**src/rtl/spi2apb_pkg.sv**
```systemverilog
// spi2apb_pkg: shared types and helpers for the SPI-to-APB bridge
// FSM states, status word slots and MSB-relative field offsets
package spi2apb_pkg;

   typedef enum logic [1:0] {
      IDLE   = 2'd0,
      SETUP  = 2'd1,
      ACCESS = 2'd2
   } state_e;

   // Status slots, counted from the MSB of the response word
   localparam int ST_BUSY = 0;
   localparam int ST_ERR  = 1;
   localparam int ST_OVR  = 2;
   localparam int ST_NUM  = 3;

   // Bit index of slot pos counted from the MSB of a w-bit word
   function automatic int msb_off(input int w, input int pos);
      return w - 1 - pos;
   endfunction

endpackage

```
**src/rtl/spi2apb_shifter.sv**
```systemverilog
// spi2apb_shifter: SPI mode-0 RX/TX shift registers and bit counter
// Emits a one-cycle frame_done after the last frame bit is sampled
module spi2apb_shifter
   import spi2apb_pkg::*;
#(
   parameter int FRAME_W = 18
) (
   input  logic               sclk_i,
   input  logic               resetn_i,
   input  logic               mosi_i,
   input  logic               ss_i,
   input  logic [FRAME_W-1:0] resp_i,
   output logic               miso_o,
   output logic [FRAME_W-1:0] frame_o,
   output logic               frame_done_o,
   output logic               first_bit_o,
   output logic               sent_err_o,
   output logic               sent_ovr_o
);

   localparam int CNT_W = $clog2(FRAME_W + 1);
   localparam logic [CNT_W-1:0] LAST = CNT_W'(FRAME_W - 1);
   localparam logic [CNT_W-1:0] FULL = CNT_W'(FRAME_W);

   logic [CNT_W-1:0]   cnt_q, cnt_d;
   logic [FRAME_W-1:0] rx_q, rx_d;
   logic [FRAME_W-1:0] tx_q;
   logic               done_q, done_d;
   logic               smp_q;

   // RX next state: shift while selected, saturate past the frame length
   always_comb begin
      cnt_d  = cnt_q;
      rx_d   = rx_q;
      done_d = 1'b0;
      if (ss_i) begin
         cnt_d = '0;
      end else if (cnt_q != FULL) begin
         cnt_d  = cnt_q + 1'b1;
         rx_d   = {rx_q[FRAME_W-2:0], mosi_i};
         done_d = (cnt_q == LAST);
      end
   end

   // RX registers on the sampling edge
   always_ff @(posedge sclk_i or negedge resetn_i) begin
      if (!resetn_i) begin
         cnt_q  <= '0;
         rx_q   <= '0;
         done_q <= 1'b0;
         smp_q  <= 1'b0;
      end else begin
         cnt_q  <= cnt_d;
         rx_q   <= rx_d;
         done_q <= done_d;
         smp_q  <= !ss_i;
      end
   end

   // TX: reload while deselected, shift after every sampled bit
   always_ff @(negedge sclk_i or negedge resetn_i) begin
      if (!resetn_i) begin
         tx_q <= '0;
      end else if (ss_i) begin
         tx_q <= resp_i;
      end else if (smp_q) begin
         tx_q <= {tx_q[FRAME_W-2:0], 1'b0};
      end
   end

   assign miso_o       = tx_q[FRAME_W-1];
   assign frame_o      = rx_q;
   assign frame_done_o = done_q;
   assign first_bit_o  = !ss_i && (cnt_q == '0);
   assign sent_err_o   = tx_q[msb_off(FRAME_W, ST_ERR)];
   assign sent_ovr_o   = tx_q[msb_off(FRAME_W, ST_OVR)];

endmodule

```
**src/rtl/spi_apb_master.sv**
```systemverilog
// spi_apb_master: SPI mode-0 slave to multi-bank APB master bridge
// Optional ACCESS timeout enabled by defining SPI2APB_TIMEOUT_EN
module spi_apb_master
   import spi2apb_pkg::*;
#(
   parameter int BANK_NUM       = 3,
   parameter int DATA_WIDTH     = 8,
`ifdef SPI2APB_TIMEOUT_EN
   parameter int TIMEOUT_CYCLES = 16,
`endif
   parameter int ADDR_WIDTH     = 7
) (
   input  logic                  sclk,
   input  logic                  resetn,
   input  logic                  mosi,
   input  logic                  ss,
   output logic                  miso,
   input  logic [DATA_WIDTH-1:0] b_prdata,
   input  logic                  b_pready,
   output logic                  b_pclk,
   output logic                  b_resetn,
   output logic [DATA_WIDTH-1:0] b_pwdata,
   output logic                  b_pwrite,
   output logic [BANK_NUM-1:0]   b_psel,
   output logic                  b_penable,
   output logic [ADDR_WIDTH-1:0] b_paddr
);

   localparam int BANK_W  = $clog2(BANK_NUM);
   localparam int FRAME_W = 1 + BANK_W + ADDR_WIDTH + DATA_WIDTH;
   localparam int PAD_W   = FRAME_W - ST_NUM - DATA_WIDTH;
   localparam logic [BANK_W:0] BANK_LIM = (BANK_W + 1)'(BANK_NUM);
   localparam logic [BANK_NUM-1:0] SEL1 = {{(BANK_NUM-1){1'b0}}, 1'b1};
`ifdef SPI2APB_TIMEOUT_EN
   localparam int T_W = $clog2(TIMEOUT_CYCLES);
   localparam logic [T_W-1:0] T_LAST = T_W'(TIMEOUT_CYCLES - 1);
   logic [T_W-1:0] tcnt_q, tcnt_d;
`endif

   state_e state_q, state_d;
   logic                  wr_q, wr_d;
   logic [BANK_W-1:0]     bank_q, bank_d;
   logic [ADDR_WIDTH-1:0] addr_q, addr_d;
   logic [DATA_WIDTH-1:0] wdata_q, wdata_d;
   logic [DATA_WIDTH-1:0] rdata_q, rdata_d;
   logic                  err_q, err_d;
   logic                  ovr_q, ovr_d;
   logic                  err_evt, ovr_evt;

   logic [FRAME_W-1:0]    frame;
   logic [FRAME_W-1:0]    resp;
   logic                  frame_done, first_bit;
   logic                  sent_err, sent_ovr;
   logic                  busy;

   logic                  f_wr;
   logic [BANK_W-1:0]     f_bank;
   logic [ADDR_WIDTH-1:0] f_addr;
   logic [DATA_WIDTH-1:0] f_wdata;

   assign f_wr    = frame[msb_off(FRAME_W, 0)];
   assign f_bank  = frame[msb_off(FRAME_W, 1) -: BANK_W];
   assign f_addr  = frame[DATA_WIDTH +: ADDR_WIDTH];
   assign f_wdata = frame[DATA_WIDTH-1:0];

   assign busy = (state_q != IDLE);
   assign resp = {busy, err_q, ovr_q, {PAD_W{1'b0}}, rdata_q};

   assign b_pclk   = sclk;
   assign b_resetn = resetn;

   spi2apb_shifter #(
      .FRAME_W (FRAME_W)
   ) u_shift (
      .sclk_i       (sclk),
      .resetn_i     (resetn),
      .mosi_i       (mosi),
      .ss_i         (ss),
      .resp_i       (resp),
      .miso_o       (miso),
      .frame_o      (frame),
      .frame_done_o (frame_done),
      .first_bit_o  (first_bit),
      .sent_err_o   (sent_err),
      .sent_ovr_o   (sent_ovr)
   );

   // Next state: accept frames in IDLE, run SETUP/ACCESS, raise events
   always_comb begin
      state_d = state_q;
      wr_d    = wr_q;
      bank_d  = bank_q;
      addr_d  = addr_q;
      wdata_d = wdata_q;
      rdata_d = rdata_q;
      err_evt = 1'b0;
      ovr_evt = 1'b0;
`ifdef SPI2APB_TIMEOUT_EN
      tcnt_d  = '0;
`endif
      unique case (state_q)
         IDLE: begin
            if (frame_done) begin
               if ({1'b0, f_bank} < BANK_LIM) begin
                  state_d = SETUP;
                  wr_d    = f_wr;
                  bank_d  = f_bank;
                  addr_d  = f_addr;
                  wdata_d = f_wdata;
               end else begin
                  err_evt = 1'b1;
               end
            end
         end
         SETUP: state_d = ACCESS;
         ACCESS: begin
            if (b_pready) begin
               state_d = IDLE;
               if (!wr_q) rdata_d = b_prdata;
            end
`ifdef SPI2APB_TIMEOUT_EN
            else if (tcnt_q == T_LAST) begin
               state_d = IDLE;
               err_evt = 1'b1;
            end else begin
               tcnt_d = tcnt_q + 1'b1;
            end
`endif
         end
         default: state_d = IDLE;
      endcase
      if (frame_done && busy) ovr_evt = 1'b1;
      err_d = (err_q & ~(first_bit & sent_err)) | err_evt;
      ovr_d = (ovr_q & ~(first_bit & sent_ovr)) | ovr_evt;
   end

   // Bridge state, captured request, read data and sticky status
   always_ff @(posedge sclk or negedge resetn) begin
      if (!resetn) begin
         state_q <= IDLE;
         wr_q    <= 1'b0;
         bank_q  <= '0;
         addr_q  <= '0;
         wdata_q <= '0;
         rdata_q <= '0;
         err_q   <= 1'b0;
         ovr_q   <= 1'b0;
`ifdef SPI2APB_TIMEOUT_EN
         tcnt_q  <= '0;
`endif
      end else begin
         state_q <= state_d;
         wr_q    <= wr_d;
         bank_q  <= bank_d;
         addr_q  <= addr_d;
         wdata_q <= wdata_d;
         rdata_q <= rdata_d;
         err_q   <= err_d;
         ovr_q   <= ovr_d;
`ifdef SPI2APB_TIMEOUT_EN
         tcnt_q  <= tcnt_d;
`endif
      end
   end

   // APB outputs: driven from the captured request, zero in IDLE
   always_comb begin
      b_psel    = '0;
      b_penable = 1'b0;
      b_paddr   = '0;
      b_pwdata  = '0;
      b_pwrite  = 1'b0;
      if (busy) begin
         b_psel    = SEL1 << bank_q;
         b_penable = (state_q == ACCESS);
         b_paddr   = addr_q;
         b_pwdata  = wdata_q;
         b_pwrite  = wr_q;
      end
   end

endmodule

```
**config.mk**
```make
export PLATFORM = sky130hd
export DESIGN_NAME = spi_apb_master
export DESIGN_NICKNAME = d
export VERILOG_FILES = /design/src/rtl/spi2apb_pkg.sv /design/src/rtl/spi2apb_shifter.sv /design/src/rtl/spi_apb_master.sv
export SDC_FILE = /design/constraint.sdc
export NUM_CORES = 1
export LEC_CHECK = 0
export BUFFER_PORTS_ARGS = -buffer_cell sky130_fd_sc_hd__buf_2
export CORE_MARGIN = 2
export CORE_UTILIZATION = 55
export CTS_CLUSTER_SIZE = 14
export DETAILED_ROUTE_END_ITERATION = 10
export GPL_TIMING_DRIVEN = 0
export HOLD_SLACK_MARGIN = 0.12
export PLACE_DENSITY = 0.76
export SYNTH_ARGS = -nofsm -noshare
export SYNTH_HDL_FRONTEND = slang
export SYNTH_SLANG_ARGS = --single-unit
```
**constraint.sdc**
```tcl
create_clock -name sclk -period 2.8 [get_ports sclk]
set_input_delay 0.28 -clock sclk [delete_from_list [all_inputs] [get_ports sclk]]
set_output_delay 0.28 -clock sclk [all_outputs]
set_load 0.005 [all_outputs]
```
# After elaboration in Yosys (flattened, before gate mapping)
# Index checks and enable logic that the tools add are counted.
# word_totals
regBits,73
mem_count,0
inputBits,13
rom_bits,0
latchBits,0
ramBits,0
elab_cells,64
# op_classes
shift,1
eq_ne,7
reduce_logical,12
order_cmp,1
div_mod_pow,0
n_mul,0
bitwise,10
muxes,19
add_sub_neg,1
# op_table
cell,n
$mux 18,2
$mux 5,2
$reduce_and 3->1,3
$mux 1,8
$mux 8,1
$mux 7,1
$mux 2,3
$pmux 2 s3,1
$reduce_bool 2->1,3
$add 5x1->5 const B,1
$eq 5x5->1 const B,1
$logic_not 5->1,1
$ne 5x5->1 const B,1
$and 1x1->1,4
$ne 2x2->1 const B,2
$not 1->1,4
$mux 3,1
$shl 1x2->3 const A,1
$eq 2x1->1 const B,1
$eq 2x2->1 const B,1
$logic_and 1x1->1,2
$logic_not 2->1,1
$lt 2x2->1 const B,1
$ne 2x1->1 const B,1
other kinds (3),4

# Depth between registers and ports, before layout
# depth
depth_word,6
mapped_depth,6
depth_no_buf,5

# By module
# Synthesis repeated with hierarchy kept, for this count alone.
# unflattened
cells_unflattened,246
area_unflattened_um2,3254.4
# by_module_without_submodules
module,n_inst,area_per_inst_um2,cells_each
spi2apb_shifter,1,1899.3,148
spi_apb_master,1,1355.0,98

==> impl_metrics.ini <==
[synth]
synth_most_common_cell = dfrtp_1
synth_common_cells = dfrtp_1, mux2_2, nor2b_1
syn_nets = 255
seq_area_frac_synth_pct = 57.7
synth.top_cell.area_share_pct = 43.5
syn_inst = 238
syn_avg_cell_area_um2 = 13.3
synth_area_leaders = dfrtp_1, dfrtn_1, mux2_2
synthDistinctLibCells = 36
ys_warn_count = 0
synth_edf_count = 0
ys_seq_elements = 73
synthArstFlopShare_pct = 100
synthFlopType = dfrtp_1
synth_area_um2 = 3170
yosysTopAreaCell = dfrtp_1

[clock_network]
postCtsSetupBuffers = 0
cts_tree = yes
clk_pin_slew_ns = 0.08
clock_latency_ns = 0.44

[setup_path]
worstRegToRegCells = 4
path_cells = clkbuf_4 > buf_4 > a211oi_1 > a21oi_1
path_max_fanout = 10
endpoint_kind = flop
rr_startpoint = u_shift.smp_q
r2r_end = u_shift.tx_q[17]
crit_arrival_ns = 1.50
cp_slowest_stage_delay_ns = 0.36
r2r_setup_slack_ns = 0.16
critPathKind = flop to flop
critPathLaunchType = flop
required_ns = 1.66
critPathSlowestCell = dfrtp_1

[final_layout]
drive_gt1_share_pct = 35.3
fin_cells = 375
area_growth_pct = 20.3
final_nets = 315
antenna_cells = 0
fin_area_um2 = 3810
multi_input_area_um2 = 1220
ff_latch_area_um2 = 1830
nFillCells = 430

[sta]
hold_viol = 0
timing.hold.ws_ns = 0.379
worst_pin_slew_ns = 0.453
slew_headroom_pct = 69.8
slew_viol_final = 0
rsz0062_at_grt = false
setup-violations-final = 0
skew_ns = 0.0126
setup_slack_ns = 0.164

[drt]
drc_errors = 0
dr_total_vias = 1936
wl_per_cell_um = 14.0
wirelength_um = 5270
dr.pass1.iters = 4
initialDrtViolationCount = 83
viasPerCell = 5.16
postRouteAntennaNets = 0

[placement]
place_inst = 345
hpwl_um = 3330
post-place-ws_ns = 0.00791
io_buffers = 34
dpl_cell_area_um2 = 3460
gp_congestion = 0.736

[pwr]
power_frac_seq_pct = 51.6
p_switching_w = 0.000594
switching_share_pct = 23.5
p_comb_share_pct = 11.3
p_leak_nw = 1.91
p_int_w = 0.00193
peakVddDrop_uv = 439
cellPowerDensity_nw_per_um2 = 663
fin_total_pwr_w = 0.00252
clkPwrFrac_pct = 37.0

[global_route]
first_global_vias = 1997
grt_start_max_net_pins = 75
grt_pass1_wl_um = 9430
track_usage_pct = 19.8
overflow = 0
antenna_found_initial = 0

[hold_path]
hold_class = input pin to asynchronous set/reset pin

[die]
num_rows = 27
dieArea_um2 = 6380
dieHeight_um = 79.9
chipWidth_um = 79.9
ioPinCount = 36
start_util_pct = 57.1
core_um2 = 5540

[status]
status = finished clean

[run]
maxCapViolations = 0
-- worst max-delay path by stage --
stage / slack, ns / start / depth (start not counted) / to
global route: 0.06 / ss / 4 / u_shift.tx_q[6]
detailed placement: 0.008 / state_q[0] / 3 / u_shift.tx_q[17]
finish: 0.16 / u_shift.smp_q / 4 / u_shift.tx_q[17]
global placement: -0.27 / resetn / 1 / u_shift.tx_q[16]
CTS: 0.01 / state_q[0] / 3 / u_shift.tx_q[17]
floorplan: 0.17 / u_shift.smp_q / 4 / u_shift.tx_q[7]
-- layout by cell type (no fill, tap or decap), types with 2 or more instances in the layout --
master,synthesis,routed
clkbuf_8,0,13
inv_1,7,7
buf_4,3,5
dlygate4sd3_1,0,12
nor2b_1,19,19
clkinv_2,0,2
dfrtn_1,18,18
clkbuf_1,5,7
ha_1,4,4
buf_2,3,34
xnor2_1,3,3
nand3_1,2,2
nand2_1,12,12
mux2_4,9,9
o22a_1,2,2
nor2_1,14,14
nor3_1,2,2
nor3b_1,2,2
mux2_2,33,33
dfrtp_1,55,55
o21ai_0,10,10
mux2i_1,18,18
-- registers in the layout, indices dropped and copies added (netlist names), 2 cells and up --
name and flops:
addr_q 7, bank_q 2, rdata_q 8, state_q 2, u_shift.cnt_q 5, u_shift.frame_o 18
u_shift.tx_q 18, wdata_q 8
-- logic make-up after synthesis --
group	Yosys count	synth area share, %
adder cells (fa/ha/maj)	4	1.58
buffers and inverters	20	3.60
AND/OR/NAND/NOR	60	11.0
flip-flops	73	57.7
multiplexers	60	21.7
AO/OA/AOI/OAI	17	3.28
XOR/XNOR	4	1.11
-- per-layer routing --
layer | track usage, % | vias to the layer above | part of all wire [%] | wire, um
met4 | 11.2 | 0 | 1.9 | 98
li1 | - | 932 | - | -
met5 | 0 | - | 0 | 0
met3 | 4.86 | 8 | 3.1 | 163
met1 | 26.9 | 964 | 48 | 2530
met2 | 29.2 | 32 | 47 | 2470
-- final cells by class --
type / count / area share (%)
Buffer: 12 / 2.33
Clock buffer: 17 / 5.13
Clock inverter: 3 / 1.05
Inverter: 7 / 0.690
Multi-Input combinational cell: 145 / 32.2
Sequential cell: 73 / 48.0
Tap cell: 72 / 2.37
Timing Repair Buffer: 46 / 8.28
-- worst max-delay path: cells and delay by family, from the launching register on --
family          cells  cell delay, ns
buf+inv             2            0.42
flops               1            0.36
compound gates      2            0.28
-- through the flow --
| step | util [%] | setup TNS [ns] |
|---|---|---|
| 2_1_floorplan | - | 0 |
| 3_5_place_dp | 62.4 | 0 |
| 3_3_place_gp | 61.8 | -4.84 |
| 4_1_cts | 68.7 | 0 |
| 6_report | 68.7 | 0 |
| 5_1_grt | 68.7 | 0 |
-- power groups by stage --
stage                     Clock (W)  Sequential (W)  Combinational [W]
final                      0.000935         0.00130           0.000285
after global routing        0.00102         0.00132           0.000316
after CTS                  0.000966         0.00130           0.000289
after detailed placement  0.0000347         0.00132           0.000276
after global placement    0.0000347         0.00131           0.000258
after floorplan           0.0000232         0.00128           0.000214
-- timing repair --
action | 4_1_cts | 5_1_grt
resized for setup | 0 | 3
endpoints found under the hold margin | 66 | 0
hold buffers | 12 | 0
endpoints found under the setup margin | 0 | 9
(Power assumes the default switching activity.)
